===== src/rtl/speaker_pcm.sv =====
// Turns the $C030 speaker flip-flop level into unsigned PCM samples by measuring
// how long the level is high in each audio sample period.
module speaker_pcm #(
    parameter int unsigned CLOCK_SPEED_HZ  = 54_000_000,
    parameter int unsigned AUDIO_RATE      = 44100,
    parameter int unsigned AMPLITUDE       = 16'h2000,
    parameter int unsigned TIMEOUT_SAMPLES = 255,
    parameter int unsigned ENABLE          = 1
) (
    input  logic        clk_pixel_w,
    input  logic        system_reset_n_w,
    input  logic        speaker_toggle_i,
    output logic        sample_strobe_o,
    output logic [15:0] sample_o,
    output logic        active_o
);

    localparam int unsigned DIV        = (CLOCK_SPEED_HZ / 2) / AUDIO_RATE;
    localparam int unsigned AMP_STEP   = AMPLITUDE / DIV;
    localparam int unsigned DIV_W      = (DIV > 1) ? $clog2(DIV) : 1;
    localparam int unsigned HIGH_MIN_W = 10;
    localparam int unsigned HIGH_W     = ($clog2(DIV + 1) > HIGH_MIN_W) ? $clog2(DIV + 1) : HIGH_MIN_W;
    localparam int unsigned SAMPLE_W   = 16;
    localparam int unsigned PROD_W     = HIGH_W + SAMPLE_W;
    localparam int unsigned IDLE_W     = 8;

    localparam logic [DIV_W-1:0]    DIV_LAST = DIV_W'(DIV - 1);
    localparam logic [IDLE_W-1:0]   IDLE_LOAD = IDLE_W'(TIMEOUT_SAMPLES);
    localparam logic [PROD_W-1:0]   AMP_WIDE  = PROD_W'(AMPLITUDE);
    localparam logic [PROD_W-1:0]   STEP_WIDE = PROD_W'(AMP_STEP);

    logic                sync1_q;
    logic                sync2_q;
    logic                hist_q;
    logic                level_q;
    logic [DIV_W-1:0]    div_q;
    logic [HIGH_W-1:0]   high_q;
    logic [IDLE_W-1:0]   idle_q;

    logic                edge_c;
    logic                tick_c;
    logic                gated_c;
    logic [HIGH_W-1:0]   high_total_c;
    logic [PROD_W-1:0]   prod_c;
    logic [SAMPLE_W-1:0] sample_c;
    logic                level_d;
    logic [DIV_W-1:0]    div_d;
    logic [HIGH_W-1:0]   high_d;
    logic [IDLE_W-1:0]   idle_d;
    logic [SAMPLE_W-1:0] sample_d;

    // Next-state: the tick cycle's own high time closes the current period, and the
    // gate uses pre-edge level/idle so a new level only counts from the next cycle.
    always_comb begin
        edge_c       = sync2_q ^ hist_q;
        tick_c       = (div_q == DIV_LAST);
        gated_c      = level_q & (idle_q != '0);
        high_total_c = high_q + HIGH_W'(gated_c);
        prod_c       = PROD_W'(high_total_c) * STEP_WIDE;
        sample_c     = (prod_c > AMP_WIDE) ? SAMPLE_W'(AMPLITUDE) : prod_c[SAMPLE_W-1:0];

        level_d  = level_q ^ edge_c;
        div_d    = tick_c ? '0 : div_q + DIV_W'(1);
        high_d   = tick_c ? '0 : high_total_c;
        idle_d   = idle_q;
        sample_d = sample_o;

        if (edge_c) begin
            idle_d = IDLE_LOAD;
        end else if (tick_c && (idle_q != '0)) begin
            idle_d = idle_q - IDLE_W'(1);
        end

        if (tick_c) begin
            sample_d = (ENABLE != 0) ? sample_c : '0;
        end
    end

    always_ff @(posedge clk_pixel_w or negedge system_reset_n_w) begin
        if (!system_reset_n_w) begin
            sync1_q         <= 1'b0;
            sync2_q         <= 1'b0;
            hist_q          <= 1'b0;
            level_q         <= 1'b0;
            div_q           <= '0;
            high_q          <= '0;
            idle_q          <= '0;
            sample_o        <= '0;
            sample_strobe_o <= 1'b0;
            active_o        <= 1'b0;
        end else begin
            sync1_q         <= speaker_toggle_i;
            sync2_q         <= sync1_q;
            hist_q          <= sync2_q;
            level_q         <= level_d;
            div_q           <= div_d;
            high_q          <= high_d;
            idle_q          <= idle_d;
            sample_o        <= sample_d;
            sample_strobe_o <= tick_c;
            active_o        <= (idle_d != '0);
        end
    end

endmodule


===== config.mk =====
export PLATFORM = sky130hd
export DESIGN_NAME = speaker_pcm
export DESIGN_NICKNAME = d
export VERILOG_FILES = /design/src/rtl/speaker_pcm.sv
export SDC_FILE = /design/constraint.sdc
export NUM_CORES = 1
export LEC_CHECK = 0
export BUFFER_PORTS_ARGS = -buffer_cell sky130_fd_sc_hd__buf_2
export CAP_MARGIN = 20
export CORE_UTILIZATION = 60
export DETAILED_ROUTE_END_ITERATION = 8
export GPL_TIMING_DRIVEN = 0
export PLACE_DENSITY = 0.79
export SKIP_LAST_GASP = 1
export SYNTH_ARGS = -nofsm -noshare
export SYNTH_HDL_FRONTEND = slang
export SYNTH_SLANG_ARGS = --single-unit

===== constraint.sdc =====
create_clock -name clk_pixel_w -period 6.53 [get_ports clk_pixel_w]
set_input_delay 0.9795 -clock clk_pixel_w [delete_from_list [all_inputs] [get_ports clk_pixel_w]]
set_output_delay 0.9795 -clock clk_pixel_w [all_outputs]
set_load 0.01 [all_outputs]

==> summary.log, run 1 <==
INFO  logic_synthesis synth_top_flop_cell=sky130_fd_sc_hd__dfrtp_1
INFO  critical_path  path_class=register to register
INFO  timing         final.setup.worst_slack=1040ps
INFO  cts            cts_post_setup_buffers_inserted=0
INFO  floorplan      num_io_pins=21
INFO  finish         areaGrowthSynthToFinish=10.4%
INFO  critical_path  biggest_fanout_along_the_worst_timing_path=8
INFO  power_and_ir_drop pwr-share-seq=0.194
INFO  cts            cts.clk_slew.worst_paths=90ps
INFO  finish         layout.cells.non_filler=424
INFO  timing         final-setup-viol-count=0
INFO  routing        first_iter_violations=112
INFO  power_and_ir_drop ir_drop=372uV
INFO  timing         timing.fmax=0.182GHz
INFO  finish         drive_above_1_share=0.115
INFO  cts            clk_latency=300ps
INFO  placement      total_half_perimeter_wirelength_after_legalization_and_detailed_placement=4440microns
INFO  logic_synthesis synth-seq-area-share=0.382
INFO  global_route   grt_pass1_wl=9790microns
INFO  power_and_ir_drop comb_power_share=0.668
INFO  power_and_ir_drop power_density=516nW/um^2
INFO  floorplan      floorplan.initialDensity=0.644
INFO  critical_path  cp_cell_sequence=inv_1 > ha_1 > nor3b_1 > nand3b_1 > and2_1 > ha_1 > ha_1 > clkbuf_1 > inv_1 > nor2_1 > xnor2_1 > inv_1 > ha_1 > inv_1 > fa_1 > inv_1 > ha_1 > and4_1 > nand2_1 > o211ai_1 > xor2_1 > and2_1 > buf_4 > a32o_1
INFO  power_and_ir_drop power_switching=0.830mW
INFO  cts            post_cts.resized_instances=0
INFO  timing         final-hold-violation-count=0
INFO  global_route   groute.usage.overall=0.235
INFO  routing        total_wire_length_after_detailed_routing=5860microns
INFO  timing         worst_pin_slew=599ps
INFO  critical_path  timing.critical_path.slowest_cell_delay=490ps
INFO  floorplan      die-width=74.4microns
INFO  critical_path  critPathCaptureType=register
INFO  logic_synthesis netlist_top_cells_count=48 x sky130_fd_sc_hd__dfrtp_1, 34 x sky130_fd_sc_hd__inv_1, 30 x sky130_fd_sc_hd__ha_1, 30 x sky130_fd_sc_hd__nand2_1, 24 x sky130_fd_sc_hd__nor2_1
INFO  placement      io_buffers=18
INFO  routing        post-route-drc-count=0
INFO  cts            cts_made_buffers=5
INFO  logic_synthesis postSynthAreaPerCell=9.53squm
INFO  cts            cts_tree=built
INFO  power_and_ir_drop clkPwrFrac=0.138
INFO  finish         seqCellArea=1200squm
INFO  logic_synthesis ys_seq_elements=48
INFO  finish         fin_nets=396
INFO  timing         rsz0062_at_grt=no
INFO  routing        firstDrtPassIters=5
INFO  power_and_ir_drop finalPower=1.79mW
INFO  logic_synthesis postSynthCellCount=330
INFO  floorplan      std_cell_rows=25
INFO  logic_synthesis syn-cell-area=3140squm
INFO  timing         maxSlewViolCount=0
INFO  critical_path  worst_path_max_delay_cell=sky130_fd_sc_hd__xnor2_1
INFO  timing         fin_crit_sh=0.841
INFO  logic_synthesis synth_top_area_frac=0.382
INFO  global_route   grt_overflow=0
INFO  floorplan      floorplan.core_area=4880squm
INFO  cts            cts.path.max_buffers=2
INFO  logic_synthesis yosysMostFrequentCell=sky130_fd_sc_hd__dfrtp_1
INFO  power_and_ir_drop sw_frac_of_total=0.463
INFO  routing        drt-wirelength-per-cell=13.8microns
INFO  logic_synthesis ys_async_sr_fraction=1.00
INFO  cts            cts_htree_levels=2
INFO  cts            numClockSinks=48
INFO  cts            postCtsHoldBufs=0
INFO  placement      place_ws=1050ps
INFO  outcome        outcome=completed
INFO  logic_synthesis cell_types_occupying_the_most_area_after_synthesis=sky130_fd_sc_hd__dfrtp_1 38%, sky130_fd_sc_hd__ha_1 12%, sky130_fd_sc_hd__xnor2_1 5.6%, sky130_fd_sc_hd__xor2_1 4.5%, sky130_fd_sc_hd__inv_1 4.1%
INFO  global_route   initial_antenna_violation_count=0
INFO  global_route   first_global_vias=2181
INFO  floorplan      die_y=74.4microns
INFO  finish         multi_input_combinational_cell_area=1740squm
INFO  finish         diodes=0
INFO  finish         fill_cells=401
INFO  logic_synthesis synth_enable_flop_cells=0
INFO  cts            clockRootBuffer=sky130_fd_sc_hd__clkbuf_8
INFO  routing        num_vias=2373
INFO  timing         fin_hold_ws=354ps
INFO  timing         fin_worst_skew=7.54ps
INFO  placement      place.detailed.instances=416
INFO  power_and_ir_drop static_leak=1.77nW
INFO  power_and_ir_drop power.internal=0.962mW
INFO  floorplan      die_area=5530squm
INFO  logic_synthesis yosys_warnings=0
INFO  routing        drt-vias-per-instance=5.60
INFO  timing         relSlewSlack=0.598
INFO  critical_path  worst-endpoint-arrival=5730ps
INFO  routing        drt.antenna.violating_nets=0
INFO  run            max_cap_violations=0
INFO  global_route   grt_start_max_net_pins=49
INFO  placement      gp_routability_congestion=0.878
INFO  timing         min_period=5490ps
INFO  hold_path      hold_wc_path_type=register to register
INFO  critical_path  critical_path.startpoint_type=register
INFO  logic_synthesis post-synth-top-area-cell=sky130_fd_sc_hd__dfrtp_1
INFO  timing         setup_total_negative_slack=0ps
INFO  logic_synthesis netlist-cell-type-count=48
INFO  critical_path  worstPathRequired=6770ps
[routing by layer]
metal	GRT usage	vias up	part of all wire
met5	0	-	0
met4	0.0881	0	0.019
met3	0.0434	10	0.043
met2	0.390	48	0.48
met1	0.305	1136	0.46
li1	-	1179	-
[worst max-delay path: cells and delay by family, from the launching register on]
kind | cells | cell delay (ps)
XOR/XNOR | 2 | 920
buffers and inverters | 7 | 790
AO/OA/AOI/OAI | 2 | 350
flip-flops | 1 | 410
AND/OR/NAND/NOR | 7 | 1260
adder cells (fa/ha/maj) | 6 | 1700
[per-stage QoR]
| stage | cell area, sq um | utilization |
|---|---|---|
| 2_1_floorplan | 3150 | - |
| 3_3_place_gp | 3320 | 0.681 |
| 3_5_place_dp | 3320 | 0.681 |
| 4_1_cts | 3450 | 0.707 |
| 5_1_grt | 3470 | 0.711 |
| 6_report | 3470 | 0.711 |
[cell usage in the layout, fill, tap and decap left out, types with 4 or more instances in the layout]
master / count
sky130_fd_sc_hd__a21o_1: 4
sky130_fd_sc_hd__xnor2_1: 20
sky130_fd_sc_hd__xor2_1: 16
sky130_fd_sc_hd__o211ai_1: 6
sky130_fd_sc_hd__a22o_1: 6
sky130_fd_sc_hd__a21oi_1: 7
sky130_fd_sc_hd__a211oi_1: 5
sky130_fd_sc_hd__and2_1: 8
sky130_fd_sc_hd__dfrtp_1: 48
sky130_fd_sc_hd__nor2_1: 24
sky130_fd_sc_hd__ha_1: 30
sky130_fd_sc_hd__nand3_1: 13
sky130_fd_sc_hd__inv_1: 34
sky130_fd_sc_hd__nand2_1: 30
sky130_fd_sc_hd__and3_1: 5
sky130_fd_sc_hd__buf_2: 25
sky130_fd_sc_hd__nand4_1: 4
sky130_fd_sc_hd__clkbuf_8: 5
sky130_fd_sc_hd__fa_1: 6
sky130_fd_sc_hd__o21ai_0: 8
sky130_fd_sc_hd__nor3_1: 4
sky130_fd_sc_hd__a31oi_1: 4
[cells by family after synthesis]
group | Yosys count | share of synthesized area
adders and majority gates | 36 | 0.158
buffers and inverters | 49 | 0.0649
other | 1 | 0.00119
DFF | 48 | 0.382
and+or+nand+nor | 106 | 0.172
xor gates and xnor gates | 36 | 0.100
AOI/OAI and AO/OA | 54 | 0.122
[power groups by stage]
stage | sequential, mW | combinational [mW] | clock (mW)
final | 0.348 | 1.20 | 0.247
after global routing | 0.352 | 1.39 | 0.262
after CTS | 0.347 | 1.20 | 0.249
after detailed placement | 0.353 | 1.18 | 0
after global placement | 0.351 | 1.15 | 0
after floorplan | 0.348 | 0.953 | 0
[sequential cells by signal, indices dropped and copies added, names as in the netlist]
| signal | cells |
|---|---|
| div_q | 10 |
| hist_q | 1 |
| level_q | 1 |
| sample_o | 14 |
| sample_strobe_o | 1 |
| active_o | 1 |
| high_q | 10 |
| idle_q | 8 |
| sync1_q | 1 |
| sync2_q | 1 |
[path summary, 6_finish.rpt]
check,depth (start not counted),start,slack (ps),to
setup / recovery,24,idle_q[0]$_DFF_PN0_,1040,sample_o[8]$_DFFE_PN0P_
hold / removal,0,sync1_q$_DFF_PN0_,350,sync2_q$_DFF_PN0_
setup reg to reg,24,idle_q[0]$_DFF_PN0_,1040,sample_o[8]$_DFFE_PN0P_
hold reg to reg,0,sync1_q$_DFF_PN0_,350,sync2_q$_DFF_PN0_
max in group asynchronous,2,system_reset_n_w,5600,sample_o[7]$_DFFE_PN0P_
min in group asynchronous,1,system_reset_n_w,490,div_q[7]$_DFF_PN0_
[final cells by class]
cell class	count	area share
Buffer	14	0.0209
Clock buffer	5	0.0198
Clock inverter	2	0.0173
Inverter	35	0.0379
Multi-Input combinational cell	234	0.502
Sequential cell	48	0.346
Tap cell	67	0.0242
Timing Repair Buffer	19	0.0317
No activity file was read; power rests on OpenSTA's default activity.
==> run 2: changes to the inputs <==
Settings changed: ABC_AREA set to 1, CORE_UTILIZATION 60 to 55, PLACE_DENSITY 0.79 to 0.76.
Clock period 6.53 ns to 4.94 ns, I/O delays scaled along.
==> run 2 against run 1 <==
Compared with the run above:
- sequential share of layout area fell by 2.5 points
- synthesized cell count grew 38%
- first-iteration DRC count down 34%
- wire length is 2.3% higher
- maximum frequency is 23% higher
- critical endpoint is now sample_o[1]$_DFFE_PN0P_
- largest power group unchanged
==> summary.log, run 2 <==
INFO  timing         fin_worst_skew=13.6ps
INFO  critical_path  critPathCaptureType=register
INFO  logic_synthesis ys_async_sr_fraction=1.00
INFO  timing         timing.fmax=0.225GHz
INFO  timing         relSlewSlack=0.529
INFO  finish         areaGrowthSynthToFinish=11.0%
INFO  logic_synthesis postSynthAreaPerCell=7.38squm
INFO  routing        drt-wirelength-per-cell=10.7microns
INFO  floorplan      die_y=80.2microns
INFO  critical_path  critical_path.startpoint_type=register
INFO  power_and_ir_drop power_density=719nW/um^2
INFO  logic_synthesis ys_seq_elements=48
INFO  finish         drive_above_1_share=0.122
INFO  finish         layout.cells.most_common=sky130_fd_sc_hd__nand2_1
INFO  critical_path  timing.critical_path.slowest_cell_delay=550ps
INFO  power_and_ir_drop ir_drop=669uV
INFO  global_route   groute.usage.overall=0.211
INFO  placement      io_buffers=18
INFO  power_and_ir_drop power.internal=1.33mW
INFO  routing        firstDrtPassIters=6
INFO  run            max_cap_violations=0
INFO  floorplan      num_io_pins=21
INFO  critical_path  crit_top_cell=sky130_fd_sc_hd__inv_1
INFO  cts            cts.path.max_buffers=2
INFO  timing         maxSlewViolCount=0
INFO  critical_path  biggest_fanout_along_the_worst_timing_path=10
INFO  finish         largest-register=sample_o
INFO  critical_path  crit_path_max_delay_family=adder cells
INFO  logic_synthesis synth_enable_flop_cells=0
INFO  critical_path  worstPathRequired=5190ps
INFO  floorplan      floorplan.initialDensity=0.568
INFO  finish         diodes=0
INFO  timing         worst_pin_slew=702ps
INFO  logic_synthesis yosysMostFrequentCell=sky130_fd_sc_hd__nand2_1
INFO  finish         fin_nets=523
INFO  power_and_ir_drop static_leak=2.18nW
INFO  cts            cts.clk_slew.worst_paths=100ps
INFO  floorplan      std_cell_rows=28
INFO  logic_synthesis yosys_warnings=0
INFO  routing        drt-vias-per-instance=4.80
INFO  global_route   grt_pass1_wl=10500microns
INFO  cts            clockRootBuffer=sky130_fd_sc_hd__clkbuf_8
INFO  cts            clk_latency=320ps
INFO  global_route   grt_overflow=0
INFO  power_and_ir_drop comb_power_share=0.701
INFO  placement      gp_routability_congestion=0.839
INFO  timing         fin_crit_sh=0.902
INFO  routing        drt.antenna.violating_nets=0
INFO  critical_path  path_class=register to register
INFO  outcome        outcome=completed
INFO  logic_synthesis postSynthCellCount=456
INFO  floorplan      die-width=80.2microns
INFO  critical_path  cp.buffers_inverters=7
INFO  power_and_ir_drop clkPwrFrac=0.130
INFO  routing        post-route-drc-count=0
INFO  logic_synthesis cell_types_occupying_the_most_area_after_synthesis=sky130_fd_sc_hd__dfrtp_1 36%, sky130_fd_sc_hd__nand2_1 13%, sky130_fd_sc_hd__ha_1 11%, sky130_fd_sc_hd__inv_1 9.8%, sky130_fd_sc_hd__nor2_1 6.4%
INFO  logic_synthesis post-synth-top-area-cell=sky130_fd_sc_hd__dfrtp_1
INFO  logic_synthesis synth_top_flop_cell=sky130_fd_sc_hd__dfrtp_1
INFO  floorplan      floorplan.core_area=5920squm
INFO  critical_path  worst_path_max_delay_cell=sky130_fd_sc_hd__fa_1
INFO  hold_path      hold_wc_path_type=input port to async pin
INFO  timing         min_period=4450ps
INFO  critical_path  rr_startpoint=idle_q[0]$_DFF_PN0_
INFO  timing         fin_hold_ws=314ps
INFO  logic_synthesis synth_top_area_frac=0.357
INFO  finish         largest_register_ff_count=14
INFO  logic_synthesis syn-cell-area=3370squm
INFO  cts            numClockSinks=48
INFO  power_and_ir_drop power_switching=1.36mW
INFO  cts            cts_htree_levels=2
INFO  floorplan      die_area=6440squm
INFO  critical_path  critPathLaunch=idle_q[0]$_DFF_PN0_
INFO  timing         rsz0062_at_grt=no
INFO  timing         setup_total_negative_slack=0ps
INFO  power_and_ir_drop pwr-share-seq=0.169
INFO  finish         layout.cells.most_common_list=121 x sky130_fd_sc_hd__nand2_1, 88 x sky130_fd_sc_hd__inv_1, 56 x sky130_fd_sc_hd__nor2_1, 48 x sky130_fd_sc_hd__dfrtp_1, 30 x sky130_fd_sc_hd__ha_1
INFO  timing         final-hold-violation-count=0
INFO  finish         reg.largest.list=sample_o (14), div_q (10), high_q (10)
INFO  global_route   initial_antenna_violation_count=0
INFO  cts            cts_made_buffers=5
INFO  logic_synthesis netlist_top_cells_count=121 x sky130_fd_sc_hd__nand2_1, 88 x sky130_fd_sc_hd__inv_1, 57 x sky130_fd_sc_hd__nor2_1
INFO  critical_path  worst-endpoint-arrival=4710ps
INFO  global_route   grt_start_max_net_pins=49
INFO  routing        first_iter_violations=74
INFO  cts            cts_tree=built
INFO  placement      place_ws=354ps
INFO  timing         final.setup.worst_slack=486ps
INFO  routing        num_vias=2686
INFO  global_route   first_global_vias=2427
INFO  logic_synthesis netlist-cell-type-count=31
INFO  placement      total_half_perimeter_wirelength_after_legalization_and_detailed_placement=4530microns
INFO  routing        total_wire_length_after_detailed_routing=6000microns
INFO  power_and_ir_drop sw_frac_of_total=0.506
INFO  timing         final-setup-viol-count=0
INFO  logic_synthesis synth-seq-area-share=0.357
## run 2: final cells by class
class                   instances  area (sq um)
flip-flops and latches         48          1200
repair buffers                 20           118
clock inverters                 3          68.8
plain buffers                   7          43.8
clock buffers                   5          68.8
fillers                       533          2180
inverters                      91           342
well taps                      75          93.8
multi-input cells             311          1800
## run 2: cell families after synthesis
| family | Yosys count | synth area share |
|---|---|---|
| AOI/OAI and AO/OA | 24 | 0.0398 |
| xor gates and xnor gates | 18 | 0.0468 |
| adders and majority gates | 36 | 0.147 |
| buffers and inverters | 98 | 0.114 |
| DFF | 48 | 0.357 |
| other | 1 | 0.00111 |
| and+or+nand+nor | 231 | 0.294 |
## run 2: timing repair
action,in CTS,in global routing
buffers inserted,0,1
setup endpoints to repair,0,13
resized for setup,0,3
hold buffers,0,0
endpoints found under the hold margin,0,0
## run 2: path summary, 6_finish.rpt
path / cells after the start / to / slack [ps]
max: 29 / sample_o[1]$_DFFE_PN0P_ / 490
min: 1 / idle_q[7]$_DFF_PN0_ / 310
max reg2reg: 29 / sample_o[1]$_DFFE_PN0P_ / 490
min reg2reg: 0 / sync2_q$_DFF_PN0_ / 350
max in group asynchronous: 2 / div_q[9]$_DFF_PN0_ / 4130
min in group clk_pixel_w: 0 / sync2_q$_DFF_PN0_ / 350
## run 2: metal layers
metal  routed length (microns)  up-vias  global-route usage
li1                          -     1423                   -
met1                      2990     1222               0.275
met2                      2770       36               0.358
met3                       180        5              0.0477
met4                        62        0              0.0464
met5                         0        -                   0
## run 2: power groups by stage
stage,clock [mW],sequential [mW],combinational (mW)
floorplan,0,0.456,1.54
global placement,0,0.459,1.81
detailed placement,0,0.460,1.85
CTS,0.357,0.453,1.89
global route,0.370,0.460,2.18
finish,0.350,0.454,1.88
## run 2: through the flow
stage	std cells	utilization	total power, mW	instance area [sq um]
after CTS	558	0.623	2.70	3690
after global routing	560	0.631	3.01	3740
after detailed placement	550	0.600	2.31	3550
after global placement	550	0.600	2.26	3550
final	560	0.631	2.69	3740
after floorplan	457	-	2.00	3370
==> run 3: changes to the inputs <==
Settings changed: CORE_ASPECT_RATIO set to 1.2.
==> run 3 against run 2 <==
Compared with the run above:
- sequential power grew 1%
- clock power down 17%
- wire length up 0.15%
- first-iteration DRC count grew 12%
- sequential share of layout area about the same
- combinational power hardly changed
- worst setup slack gained 16 ps
- clock skew down 10 ps
- maximum frequency up 0.36%
- flip-flop and latch count unchanged
- clock-buffer cell count did not move
- power down 3.0%
- critical path type unchanged
- largest cell class unchanged
==> summary.log, run 3 (synthesis results as in run 2) <==
INFO  placement      total_half_perimeter_wirelength_after_legalization_and_detailed_placement=4770microns
INFO  finish         diodes=0
INFO  finish         largest_register_ff_count=14
INFO  timing         min_period=4440ps
INFO  finish         reg.largest.list=sample_o (14), div_q (10), high_q (10)
INFO  global_route   grt_overflow=0
INFO  finish         areaGrowthSynthToFinish=10.9%
INFO  critical_path  biggest_fanout_along_the_worst_timing_path=10
INFO  routing        drt-vias-per-instance=4.85
INFO  routing        firstDrtPassIters=5
INFO  critical_path  crit_top_cell=sky130_fd_sc_hd__inv_1
INFO  cts            post_cts.resized_instances=0
INFO  critical_path  crit_path_max_delay_family=adder cells
INFO  timing         maxSlewViolCount=0
INFO  finish         layout.cells.most_common=sky130_fd_sc_hd__nand2_1
INFO  global_route   grt_start_max_net_pins=49
INFO  floorplan      std_cell_rows=30
INFO  routing        num_vias=2735
INFO  cts            cts_post_setup_buffers_inserted=0
INFO  cts            cts.clk_slew.worst_paths=90ps
INFO  cts            cts_made_buffers=5
INFO  timing         fin_worst_skew=3.45ps
INFO  placement      place.detailed.instances=555
INFO  floorplan      num_io_pins=21
INFO  timing         relSlewSlack=0.519
INFO  power_and_ir_drop power_density=699nW/um^2
INFO  critical_path  path_class=register to register
INFO  outcome        outcome=completed
INFO  routing        first_iter_violations=83
INFO  floorplan      die_area=6440squm
INFO  critical_path  cp.buffers_inverters=9
INFO  timing         final-setup-viol-count=0
INFO  critical_path  critical_path.startpoint_type=register
INFO  timing         worst_pin_slew=717ps
INFO  power_and_ir_drop ir_drop=645uV
INFO  critical_path  worst-endpoint-arrival=4690ps
INFO  run            max_cap_violations=0
INFO  floorplan      floorplan.core_area=5780squm
INFO  critical_path  worst_path_max_delay_cell=sky130_fd_sc_hd__fa_1
INFO  finish         largest-register=sample_o
INFO  placement      gp_routability_congestion=0.874
INFO  floorplan      die-width=73.4microns
INFO  routing        post-route-drc-count=0
INFO  cts            clockRootBuffer=sky130_fd_sc_hd__clkbuf_8
INFO  global_route   first_global_vias=2657
INFO  timing         timing.fmax=0.225GHz
INFO  timing         fin_crit_sh=0.898
INFO  timing         final-hold-violation-count=0
INFO  power_and_ir_drop finalPower=2.61mW
INFO  cts            cts_htree_levels=2
INFO  global_route   initial_antenna_violation_count=0
INFO  finish         layout.cells.most_common_list=121 x sky130_fd_sc_hd__nand2_1, 88 x sky130_fd_sc_hd__inv_1, 56 x sky130_fd_sc_hd__nor2_1, 48 x sky130_fd_sc_hd__dfrtp_1, 30 x sky130_fd_sc_hd__ha_1
INFO  routing        total_wire_length_after_detailed_routing=6010microns
INFO  hold_path      hold_wc_path_type=input port to async pin
INFO  cts            clk_latency=300ps
INFO  critical_path  r2r_slack=500ps
INFO  cts            numClockSinks=48
INFO  global_route   grt_pass1_wl=10800microns
INFO  global_route   groute.usage.overall=0.212
INFO  power_and_ir_drop static_leak=2.16nW
INFO  cts            postCtsHoldBufs=0
INFO  finish         layout.cells.non_filler=564
INFO  finish         fin_nets=522
INFO  floorplan      floorplan.initialDensity=0.582
INFO  floorplan      die_y=87.7microns
INFO  cts            cts_tree=built
INFO  timing         setup_total_negative_slack=0ps
INFO  critical_path  worstPathRequired=5190ps
INFO  finish         drive_above_1_share=0.124
INFO  routing        drt.antenna.violating_nets=0
INFO  timing         rsz0062_at_grt=no
INFO  critical_path  critPathCaptureType=register
INFO  placement      io_buffers=18
INFO  routing        drt-wirelength-per-cell=10.7microns
INFO  critical_path  timing.critical_path.slowest_cell_delay=490ps
INFO  cts            cts.path.max_buffers=2
## run 3: cell types whose count changed in the layout (fill, tap and decap cells not counted)
cell	before	now
sky130_fd_sc_hd__xor2_4	0	1
sky130_fd_sc_hd__xor2_2	2	1
sky130_fd_sc_hd__clkinvlp_4	0	1
sky130_fd_sc_hd__bufinv_16	2	1
sky130_fd_sc_hd__a21oi_2	2	4
sky130_fd_sc_hd__a21oi_1	14	12
sky130_fd_sc_hd__buf_4	3	2
## run 3: report_power, final
part | leakage (nW) | internal (mW) | switching (mW)
clock | 0.0548 | 0.153 | 0.137
sequential | 0.585 | 0.428 | 0.0320
combinational | 1.52 | 0.687 | 1.17
total | 2.16 | 1.27 | 1.34
## run 3: cell type report
class	instances	area [sq um]
Inverter	91	342
Buffer	7	43.8
Timing Repair Buffer	19	110
Sequential cell	48	1200
Fill cell	536	2050
Tap cell	80	100
Clock buffer	5	68.8
Clock inverter	3	46.3
Multi-Input combinational cell	311	1820
## run 3: through the flow
step | cell area (sq um) | hold slack (ps) | util | setup WS (ps)
6_report | 3730 | 338 | 0.645 | 502
5_1_grt | 3730 | 356 | 0.645 | 9.67
4_1_cts | 3670 | 369 | 0.636 | 261
3_5_place_dp | 3560 | 344 | 0.616 | 312
3_3_place_gp | 3560 | 336 | 0.616 | 372
2_1_floorplan | 3370 | 331 | - | 888
## run 3: per-layer routing
metal,wire (microns),part of all wire,track usage,vias up
li1,-,-,-,1429
met1,2720,0.45,0.244,1271
met4,88,0.015,0.0629,0
met2,3110,0.52,0.400,27
met3,90,0.015,0.0322,8
met5,0,0,0,-
## run 3: final timing paths
check                                    start                       to  cells after the start
max                        idle_q[0]$_DFF_PN0_  sample_o[4]$_DFFE_PN0P_                     30
min                           system_reset_n_w      idle_q[4]$_DFF_PN0_                      1
max reg2reg                idle_q[0]$_DFF_PN0_  sample_o[4]$_DFFE_PN0P_                     30
min reg2reg                  sync1_q$_DFF_PN0_        sync2_q$_DFF_PN0_                      0
min in group clk_pixel_w     sync1_q$_DFF_PN0_        sync2_q$_DFF_PN0_                      0
max in group asynchronous     system_reset_n_w  sample_o[6]$_DFFE_PN0P_                      2
## run 3: worst register-to-register path, delay by kind of cell (launching register included)
family	cells	cell delay, ps
flip-flops	1	360
buffers and inverters	9	680
adder cells (fa/ha/maj)	5	1510
AND/OR/NAND/NOR	14	1440
AO/OA/AOI/OAI	1	180
XOR/XNOR	1	230
